## src/rtl/multiply_accumulate_behavioural_pkg.sv

```systemverilog
// Shared constants for the DSP48E1-style multiply-accumulate slice:
// default widths and op_mode/in_mode field encodings.
package multiply_accumulate_behavioural_pkg;

  localparam int DEFAULT_DATA_WIDTH        = 16;
  localparam int DEFAULT_COEFFICIENT_WIDTH = 16;
  localparam int DEFAULT_CARRY_WIDTH       = 48;

  localparam logic [1:0] OPMODE_X_M = 2'b01;
  localparam logic [1:0] OPMODE_Y_M = 2'b01;

  typedef enum logic [2:0] {
    OPMODE_Z_ZERO = 3'b000,
    OPMODE_Z_PCIN = 3'b001,
    OPMODE_Z_P    = 3'b010
  } opmode_z_e;

  localparam int INMODE_A1_SEL = 0;

  function automatic logic opmode_selects_m(input logic [6:0] op_mode);
    return (op_mode[1:0] == OPMODE_X_M) && (op_mode[3:2] == OPMODE_Y_M);
  endfunction

endpackage

```

## src/rtl/mac_delay_reg.sv

```systemverilog
// Short register chain with an individual enable per stage; stage 0 loads
// i_data, later stages shift from their predecessor.
module mac_delay_reg #(
  parameter int WIDTH = 16,
  parameter int DEPTH = 1
) (
  input  logic             clock,
  input  logic             reset,
  input  logic [DEPTH-1:0] i_enable,
  input  logic [WIDTH-1:0] i_data,
  output logic [WIDTH-1:0] o_first,
  output logic [WIDTH-1:0] o_last
);

  logic [DEPTH-1:0][WIDTH-1:0] r_taps;

  for (genvar g = 0; g < DEPTH; g++) begin : g_stage
    if (g == 0) begin : g_head
      always_ff @(posedge clock) begin
        if (reset)          r_taps[g] <= '0;
        else if (i_enable[g]) r_taps[g] <= i_data;
      end
    end else begin : g_tail
      always_ff @(posedge clock) begin
        if (reset)          r_taps[g] <= '0;
        else if (i_enable[g]) r_taps[g] <= r_taps[g-1];
      end
    end
  end

  assign o_first = r_taps[0];
  assign o_last  = r_taps[DEPTH-1];

endmodule

```

## src/rtl/multiply_accumulate_behavioural.sv

```systemverilog
// One systolic-FIR MAC slice: data/coefficient pipelines, M register,
// post-adder into P with carry cascade, scaled output on the last slice.
module multiply_accumulate_behavioural
  import multiply_accumulate_behavioural_pkg::*;
#(
  parameter int DATA_WIDTH               = DEFAULT_DATA_WIDTH,
  parameter int COEFFICIENT_WIDTH        = DEFAULT_COEFFICIENT_WIDTH,
  parameter int CARRY_WIDTH              = DEFAULT_CARRY_WIDTH,
  parameter int OUTPUT_OFFSET            = 0,
  parameter int DATA_IN_NUMBER_REGS      = 1,
  parameter int COEFFICIENTS_NUMBER_REGS = 2,
  parameter int USE_SILICON_CARRY        = 1,
  parameter int FIRST_IN_CHAIN           = 0,
  parameter int LAST_IN_CHAIN            = 0
) (
  input  logic                         clock,
  input  logic                         reset,
  input  logic [DATA_WIDTH-1:0]        data_in,
  input  logic [COEFFICIENT_WIDTH-1:0] coefficient_in,
  input  logic [CARRY_WIDTH-1:0]       carry_in,
  output logic [CARRY_WIDTH-1:0]       carry_out,
  output logic [DATA_WIDTH-1:0]        data_carry,
  output logic [DATA_WIDTH-1:0]        data_out,
  input  logic                         ce_calculate,
  input  logic                         ce_coefficient,
  input  logic [6:0]                   op_mode,
  input  logic [4:0]                   in_mode
);

  localparam int PRODUCT_WIDTH = DATA_WIDTH + COEFFICIENT_WIDTH;
  localparam int OUT_LSB       = COEFFICIENT_WIDTH - 1 + OUTPUT_OFFSET;
  localparam bit unused_silicon_carry = (USE_SILICON_CARRY != 0);

  logic                                  w_unused_in_mode;
  logic [DATA_WIDTH-1:0]                 w_d_first;
  logic [DATA_WIDTH-1:0]                 w_d_last;
  logic [COEFFICIENT_WIDTH-1:0]          w_unused_coef_first;
  logic [COEFFICIENT_WIDTH-1:0]          w_coef_last;
  logic [COEFFICIENTS_NUMBER_REGS-1:0]   w_coef_en;
  logic signed [DATA_WIDTH-1:0]          w_mult_data;
  logic signed [COEFFICIENT_WIDTH-1:0]   w_mult_coef;
  logic signed [CARRY_WIDTH-1:0]         w_xy;
  logic signed [CARRY_WIDTH-1:0]         w_z;
  logic signed [PRODUCT_WIDTH-1:0]       r_m;
  logic signed [CARRY_WIDTH-1:0]         r_p;

  assign w_unused_in_mode = ^in_mode[4:1];

  mac_delay_reg #(
    .WIDTH (DATA_WIDTH),
    .DEPTH (DATA_IN_NUMBER_REGS)
  ) u_data_regs (
    .clock    (clock),
    .reset    (reset),
    .i_enable ({DATA_IN_NUMBER_REGS{ce_calculate}}),
    .i_data   (data_in),
    .o_first  (w_d_first),
    .o_last   (w_d_last)
  );

  // Coefficients survive reset so taps persist across frames; reset still
  // blocks a stage-1 load, while later stages shift every clock.
  always_comb begin
    w_coef_en    = '1;
    w_coef_en[0] = ce_coefficient & ~reset;
  end

  mac_delay_reg #(
    .WIDTH (COEFFICIENT_WIDTH),
    .DEPTH (COEFFICIENTS_NUMBER_REGS)
  ) u_coef_regs (
    .clock    (clock),
    .reset    (1'b0),
    .i_enable (w_coef_en),
    .i_data   (coefficient_in),
    .o_first  (w_unused_coef_first),
    .o_last   (w_coef_last)
  );

  assign w_mult_data = in_mode[INMODE_A1_SEL] ? w_d_first : w_d_last;
  assign w_mult_coef = w_coef_last;
  assign w_xy        = opmode_selects_m(op_mode) ? CARRY_WIDTH'(r_m) : '0;

  always_comb begin
    w_z = '0;
    case (op_mode[6:4])
      OPMODE_Z_ZERO: w_z = '0;
      OPMODE_Z_PCIN: w_z = (FIRST_IN_CHAIN != 0) ? '0 : carry_in;
      OPMODE_Z_P:    w_z = r_p;
      default:       w_z = '0;
    endcase
  end

  always_ff @(posedge clock) begin
    if (reset) begin
      r_m <= '0;
      r_p <= '0;
    end else if (ce_calculate) begin
      r_m <= w_mult_data * w_mult_coef;
      r_p <= w_xy + w_z;
    end
  end

  assign carry_out  = r_p;
  assign data_carry = w_d_last;

  if (LAST_IN_CHAIN != 0) begin : g_out
    assign data_out = r_p[OUT_LSB +: DATA_WIDTH];
  end else begin : g_no_out
    assign data_out = '0;
  end

endmodule

```

## config.mk

```make
export PLATFORM = sky130hd
export DESIGN_NAME = multiply_accumulate_behavioural
export DESIGN_NICKNAME = d
export VERILOG_FILES = /design/src/rtl/multiply_accumulate_behavioural_pkg.sv /design/src/rtl/mac_delay_reg.sv /design/src/rtl/multiply_accumulate_behavioural.sv
export SDC_FILE = /design/constraint.sdc
export NUM_CORES = 1
export LEC_CHECK = 0
export BUFFER_PORTS_ARGS = -buffer_cell sky130_fd_sc_hd__buf_2
export CAP_MARGIN = 20
export CELL_PAD_IN_SITES_DETAIL_PLACEMENT = 2
export CELL_PAD_IN_SITES_GLOBAL_PLACEMENT = 2
export CORE_MARGIN = 1.5
export CORE_UTILIZATION = 35
export CTS_CLUSTER_DIAMETER = 200
export CTS_CLUSTER_SIZE = 40
export DETAILED_ROUTE_END_ITERATION = 16
export PLACE_DENSITY = 0.78
export SLEW_MARGIN = 20
export SYNTH_ARGS = -nofsm -noshare
export SYNTH_HDL_FRONTEND = slang
export SYNTH_SLANG_ARGS = --single-unit
```

## constraint.sdc

```tcl
create_clock -name clock -period 8.35 [get_ports clock]
set_input_delay 1.2525 -clock clock [delete_from_list [all_inputs] [get_ports clock]]
set_output_delay 1.2525 -clock clock [all_outputs]
set_load 0.03 [all_outputs]
```

==> results summary, run 1 <==
During synthesis, Yosys emitted a total of 0 warnings. The number of detailed-routing iterations run before antenna repair is 4. The number of gates resized after CTS was 0. The total overflow left after global routing is 0.

The fraction of post-synthesis cell area in the top cell type by area is between 30% and 40%. In this run the critical register-to-register path is launched from u_data_regs.o_first[11]$_SDFFE_PP0P_. The via count of the first global-routing pass is about 17,000. The clock-pin slew on the worst setup and hold paths is roughly 0.07 ns.

The number of filler cells placed in the layout came out at 5,501. The number of port buffers is between 150 and 200. The data required time of the worst path came out at ~8.7 ns. A synthesized cell averages just under 9 µm². The first-pass GRT wire length came out at slightly above 90 mm. In the final design database the tool counted between 2,000 and 3,000 nets. At the later pin of the worst-skew pair, clock insertion delay measures between 0.4 and 0.5 ns.

The layout cell share with drive strength beyond 1 is 10.7%. The maximum clock rate is around 140 MHz. The met1 global-route usage is 28.4%. The worst min-delay path class is register to register.

The minimum setup slack among reg-to-reg paths is 1.15 ns. The clock power share came out at 17.9%. The flow ran to the end, and the final reports show no timing, DRC or antenna violations.

In the routed layout, each cell is associated on average with a via count of approximately 5.2. The global-route track usage on met3 came out at under 10%. The worst register-to-register path has a depth of 20. The library cells used most frequently in the layout, excluding fill and tap cells, are inv_1, fa_1, nand2_1.

The type of destination of the critical path is a register. Setup repair after global routing left no endpoint under its margin. The combinational cell fraction of total power came out at between 60 and 70%. The power after layout came out at between 0.004 and 0.005 W.

The arrival time at the worst endpoint is approximately 7.6 ns. The core region is 49,200 µm². The share of synthesized area occupied by flip-flops and latches came out at 15.5%. The switching part of the total is 47.8%. The internal power of the cells came out at roughly 0.0025 W.

The die height came out at 227 µm. The count of H-tree levels built during CTS came out at 4. STA classifies the critical path startpoint as a register. The tree is rooted in a clkbuf_16.

The count of boundary I/O pins is approximately 180. In this run the power spent charging and discharging nets is about 0.0023 W. The netlist area before placement is around 18,000 µm².

The remaining antenna violation count after routing is 0. The power density of the placed cells came out at approximately 240 nW/µm². In this run the tightest slew margin relative to its limit is between 20% and 30%. The number of enable-type register cells in the synthesized netlist is 16. The library cell used most frequently in the layout, excluding fill and tap cells, is inv_1. The final critical delay including setup and external delays came out at slightly above 7 ns. The flip-flop and latch count after synthesis came out at around 130. The global-route usage over all layers came out at around a quarter. The die footprint came out at roughly 51,000 µm². The initial DRC count came out at roughly 480. The clock tree from TritonCTS is yes.

The met2 demand-to-capacity share in global routing came out at a little over two fifths. The fraction of synthesis flops using an asynchronous set or reset pin is 0%. The critical path ends at r_m[23]$_SDFFE_PP0P_. The largest driver fanout on the critical path came out at 18. The half-perimeter wire length after placement came out at 46.5 mm. The final period utilization is a little under nine tenths. The quantity of hold-fixing buffers added after cts came out at 0. The max capacitance violation total is 0. The total negative setup slack came out at 0 ns. Setup violations remaining at the end of the flow were counted as 0. Sequential cells account for about 17% of the total power. The leakage power came out at ~9.7 nW. The longest clock path from root to sink contains 2 buffers. Routability-driven placement finished with a final weighted congestion of 0.844. The maximum number of pins on one net before global-route repair is 78. Yosys mapped the design onto 77 distinct sky130hd cell types. The final-report max-slew violation count is 0.

The global routing stage identified its most utilized layer as met2. The final number of hold-violating endpoints is 0. The number of setup buffers added after CTS is 0.

Yosys attributes the largest share of cell area to fa_1, dfxtp_1, ha_1, inv_1, and2_1. The pin slew with the least headroom to its limit is 1.07 ns. The number of antenna violations at the first check in global routing is 1. The most critical setup path has its startpoint at u_data_regs.o_first[11]$_SDFFE_PP0P_. The initial utilization of the core area, before any placement, comes to a little over a third. The area added between synthesis and finish came out at 11.6%.

The worst register-to-register path ends at r_m[23]$_SDFFE_PP0P_. The count of standard-cell rows is around 80. The number of buffers inserted during clock tree synthesis came out at 17. The wire length after detailed routing came out at just under 60 mm. The number of instances in the synthesized netlist came out at ~2,000. The critical path is of the register to register type. The biggest area contributor in the post-synthesis netlist is fa_1. The maximum resistive drop on vdd came out at 0.221 mV. The setup clock skew after layout came out at a little over 0.02 ns. The routed via count is about 14,000. The detailed-route wire length per cell came out at about 21 µm.

In the synthesized netlist the dominant register cell turns out to be dfxtp_1. The number of design rule violations left after detail routing came out at 0. Clock tree synthesis found a total of about 130 sinks. The die is 227 µm wide.
cell type report:
class | count | area [µm²] | area share (%)
well taps | 664 | 831 | 4.25
clock inverters | 15 | 209 | 1.07
clock buffers | 17 | 425 | 2.18
inverters | 342 | 1280 | 6.57
repair buffers | 170 | 896 | 4.59
diodes | 1 | 2.50 | 0.0128
flip-flops and latches | 128 | 2720 | 13.9
multi-input cells | 1424 | 13200 | 67.4
worst min-delay path by stage:
stage | end | cells past startpoint | startpoint | slack [ns]
after global routing | u_coef_regs.o_last[14]$_DFF_P_ | 0 | u_coef_regs.o_first[14]$_DFFE_PP_ | 0.35
after CTS | u_coef_regs.o_last[14]$_DFF_P_ | 0 | u_coef_regs.o_first[14]$_DFFE_PP_ | 0.34
after floorplan | u_coef_regs.o_last[0]$_DFF_P_ | 0 | u_coef_regs.o_first[0]$_DFFE_PP_ | 0.32
after global placement | u_coef_regs.o_last[3]$_DFF_P_ | 0 | u_coef_regs.o_first[3]$_DFFE_PP_ | 0.33
final | u_coef_regs.o_last[11]$_DFF_P_ | 0 | u_coef_regs.o_first[11]$_DFFE_PP_ | 0.34
after detailed placement | u_coef_regs.o_last[14]$_DFF_P_ | 0 | u_coef_regs.o_first[14]$_DFFE_PP_ | 0.33
synthesized netlist by cell type (all sizes together), types with 39 or more instances:
master  count
nor2      127
ha        129
and2      155
o21ai      52
xnor2      43
nand2     186
inv       342
fa        263
a22o       47
clkbuf     65
a21o       39
a21oi      66
mux2i      54
dfxtp     112
flip-flops by register name, summed over array words and instances (netlist names):
register	cells
r_m	32
u_coef_regs.o_last	16
carry_out	48
u_data_regs.o_first	16
u_coef_regs.o_first	16
through the flow:
stage	cell area (µm²)	util [%]	setup WS, ns	hold slack, ns	std cells
5_1_grt	19500	39.7	0.777	0.354	2760
3_5_place_dp	18900	38.4	1.25	0.330	2728
4_1_cts	19500	39.7	1.14	0.344	2760
6_report	19500	39.7	1.15	0.342	2761
2_1_floorplan	17600	-	2.17	0.323	1990
3_3_place_gp	18900	38.4	1.52	0.328	2728
power groups by stage:
| stage | Sequential (W) | Clock, W | Combinational [W] |
|---|---|---|---|
| final | 0.000781 | 0.000846 | 0.00309 |
| after detailed placement | 0.000794 | 0 | 0.00311 |
| after global routing | 0.000791 | 0.000887 | 0.00349 |
| after floorplan | 0.000757 | 0 | 0.00223 |
| after CTS | 0.000782 | 0.000868 | 0.00314 |
| after global placement | 0.000788 | 0 | 0.00285 |
kinds of logic after synthesis:
group	Yosys count	synth area share [%]
adder cells (fa/ha/maj)	392	39.3
multiplexers	55	3.15
flip-flops	128	15.5
other	1	0.0214
AND/OR/NAND/NOR	577	16.0
XOR/XNOR	63	3.15
buffers and inverters	438	9.75
AO/OA/AOI/OAI	321	13.1
critical path: stages (launching register included):
cell	delay (ns)
dfxtp_1	0.94
nand2_1	0.18
fa_1	0.55
fa_1	0.53
fa_1	0.52
inv_1	0.06
fa_1	0.50
fa_1	0.51
inv_1	0.06
fa_1	0.49
inv_1	0.05
ha_1	0.36
a211oi_1	0.25
o21ai_0	0.20
nand3_1	0.15
o21ai_1	0.12
a221oi_1	0.73
o21bai_1	0.18
a21oi_1	0.23
nor4_1	0.08
a311o_1	0.37
per-layer routing:
metal,wire [µm],vias up
li1,-,6559
met1,24400,7528
met2,30700,227
met3,1540,86
met4,1440,0
met5,0,-
(Power assumes the default switching activity.)
==> run 2, diff against run 1 <==
- CORE_ASPECT_RATIO: default -> 0.5
- clock period: 8.35 -> 8.6 ns (I/O delays scaled with it)
==> results summary, run 2 (synthesis results as in run 1) <==
The core region is approximately 49,000 µm². The count of standard-cell rows came out at 57. The floorplan step set the die width to 319 µm. STA puts the critical path data required time at 8.93 ns. Summed over all cells, the static leakage comes to slightly below 10 nW. The run finished with clean final reports. The number of gates resized after CTS was 0. The max capacitance violation total is 0. For this block, the routed nets add up to around 63 mm of wire. The startpoint identified for the worst register-to-register timing path is u_data_regs.o_first[11]$_SDFFE_PP0P_. The internal power of the cells totals ~0.0024 W.

The critical path in this run is classified as register to register. The die covers around 51,000 µm². The HPWL after detailed placement is 49.6 mm. The clock power share is 15.8%.

After filler insertion, the fill cell instance count of the layout stands at 5,464. The total negative setup slack is 0 ns. In the layout the commonest cells are inv_1, fa_1, nand2_1.

The number of detailed-routing iterations run before antenna repair came out at 5. The slowest stage of the critical path is the dfxtp_1 cell. The placed cell count is 2,715. In the global route stage, overall resource usage came out at 25.1%. The final number of hold-violating endpoints is 0. The critical path goes through nand2_1 -> fa_1 -> fa_1 -> fa_1 -> inv_1 -> fa_1 -> fa_1 -> inv_1 -> fa_1 -> inv_1 -> ha_1 -> a211oi_1 -> o21ai_0 -> nand3_1 -> o21ai_1 -> a221oi_1 -> o21bai_1 -> a21oi_1 -> nor4_1 -> a311o_1. The congestion estimate from routability-driven global placement came to approximately 0.83. Summing all flip-flop and latch instances after layout gives roughly 2700 µm².

Setup repair after global routing left no endpoint under its margin. The most frequent cell on the critical path is fa_1. Measured against its own limit, the worst slew margin works out to between 20% and 30%. The number of port buffers is approximately 150. The number of cells on the worst reg-to-reg path is 20. CTS saw 128 sinks. The minimum setup slack among reg-to-reg paths is approximately 1.3 ns. The maximum number of pins on one net before global-route repair came out at 51. The total grt overflow is 0. The final layout net count is ~2,600. The number of antenna violations at the first check in global routing is 2.

The final critical delay including setup and external delays is 7.30 ns. The worst setup path is launched from a register. Clock tree synthesis inserted a total of 17 buffers. Cells fill 39.8% of the core in the end. The die height is around 160 µm. The number of design rule violations left after detail routing came out at 0. The register with the most flip-flops in the layout has between 40 and 50 of them.

The power dissipated by switching net loads came out at roughly 0.0025 W. The root buffer cell is clkbuf_16. The via count of the first global-routing pass was ~17,000. The worst setup path is captured at a register. The number of gates on the worst path with buffers counted is 20. Power spread over the standard cell area amounts to about 250 nW/µm². The post-CTS setup buffer count is 0. Grouping stages by cell kind, the critical path spends the most delay in adder cells.

The routed layout has 14,500 vias. The register share of total power is ~15%. In the final layout, the share of cells above drive strength 1 is 10.8%. The switching part of the total is roughly half. The initial utilization of the core area, before any placement, comes to a little over a third.

The largest stage delay on the critical path is ~1 ns. Setup violations remaining at the end of the flow were counted as 0. The worst setup path startpoint is u_data_regs.o_first[11]$_SDFFE_PP0P_. For this design, the CTS-stage hold fixing added 0 buffers. The maximum resistive drop on vdd came out at approximately 0.19 mV.

Between clock sinks in the finished design, the worst skew comes to about 0.011 ns. The largest driver fanout on the critical path is 18. The detailed-route wire length per cell came out at approximately 23 µm.

The worst path uses a little over four fifths of the clock period. The remaining antenna violation count after routing came out at 0. The antenna cell count is 0. TritonCTS built the clock tree. The number of vias per cell came out at roughly 5.3. The final cell count without fillers is ~2,700. The count of buffering cells on the critical path with inverters included came out at 3. The area of the multi-input gates is roughly 13,000 µm². The maximum clock rate came out at about 140 MHz. approximately 180 I/O pins were placed. Combinational logic is responsible for around 70% of the overall power. For the worst setup path, the data arrival time is 7.63 ns. The capture instance of the worst register-to-register path is r_m[23]$_SDFFE_PP0P_. The final-report max-slew violation count came out at 0. The maximum buffer depth of the clock tree is 2. For this block, the initial DRC count from the detailed router was just under 600. The clock tree synthesis step divided the H-tree into 4 levels.

The library cell used most frequently in the layout, excluding fill and tap cells, is inv_1. The worst min-delay path class is register to register. The area added between synthesis and finish is 11.3%. The clock-pin slew on the worst setup and hold paths is approximately 0.070 ns. At the pin with the least slew margin, the transition time is roughly 1.1 ns.

The first-pass GRT wire length came out at between 90 and 100 mm. In this run the worst setup path terminates at r_m[23]$_SDFFE_PP0P_. The clock latency of the later-clocked register in the worst-skew pair came out at 0.45 ns.
## run 2: worst min path at each step
stage / start / end / slack [ns] / cells after the start
global route: u_coef_regs.o_first[15]$_DFFE_PP_ / u_coef_regs.o_last[15]$_DFF_P_ / 0.35 / 0
detailed placement: u_coef_regs.o_first[15]$_DFFE_PP_ / u_coef_regs.o_last[15]$_DFF_P_ / 0.33 / 0
floorplan: u_coef_regs.o_first[0]$_DFFE_PP_ / u_coef_regs.o_last[0]$_DFF_P_ / 0.32 / 0
global placement: u_coef_regs.o_first[13]$_DFFE_PP_ / u_coef_regs.o_last[13]$_DFF_P_ / 0.32 / 0
finish: u_coef_regs.o_first[15]$_DFFE_PP_ / u_coef_regs.o_last[15]$_DFF_P_ / 0.34 / 0
CTS: u_coef_regs.o_first[15]$_DFFE_PP_ / u_coef_regs.o_last[15]$_DFF_P_ / 0.34 / 0
## run 2: layout make-up
type / instances / share of cell area, %
flip-flops and latches: 128 / 14.0
clock inverters: 14 / 0.809
well taps: 649 / 4.17
multi-input cells: 1424 / 67.6
clock buffers: 18 / 2.20
repair buffers: 172 / 4.67
inverters: 342 / 6.59
## run 2: routing by layer
metal | vias up | share of wire [%] | global-route usage, %
met1 | 7616 | 43 | 31.2
met2 | 255 | 52 | 45.9
met5 | - | 0.021 | 0
met4 | 2 | 2.5 | 7.34
li1 | 6549 | - | -
met3 | 95 | 2.9 | 2.70
## run 2: stage by stage
stage | total power, W | cell area (µm²) | hold slack (ns) | setup slack, ns
after global routing | 0.00524 | 19500 | 0.347 | 1.02
after detailed placement | 0.00401 | 18900 | 0.329 | 1.49
after CTS | 0.00489 | 19500 | 0.345 | 1.40
after global placement | 0.00377 | 18900 | 0.325 | 1.63
after floorplan | 0.00290 | 17600 | 0.323 | 2.42
final | 0.00489 | 19500 | 0.343 | 1.30
## run 2: power by group through the flow
| stage | logic [W] | clock network (W) | registers [W] |
|---|---|---|---|
| 4_1_cts | 0.00335 | 0.000780 | 0.000752 |
| 3_3_place_gp | 0.00301 | 0 | 0.000757 |
| 2_1_floorplan | 0.00217 | 0 | 0.000735 |
| 6_report | 0.00337 | 0.000771 | 0.000754 |
| 5_1_grt | 0.00367 | 0.000804 | 0.000761 |
| 3_5_place_dp | 0.00325 | 0 | 0.000762 |
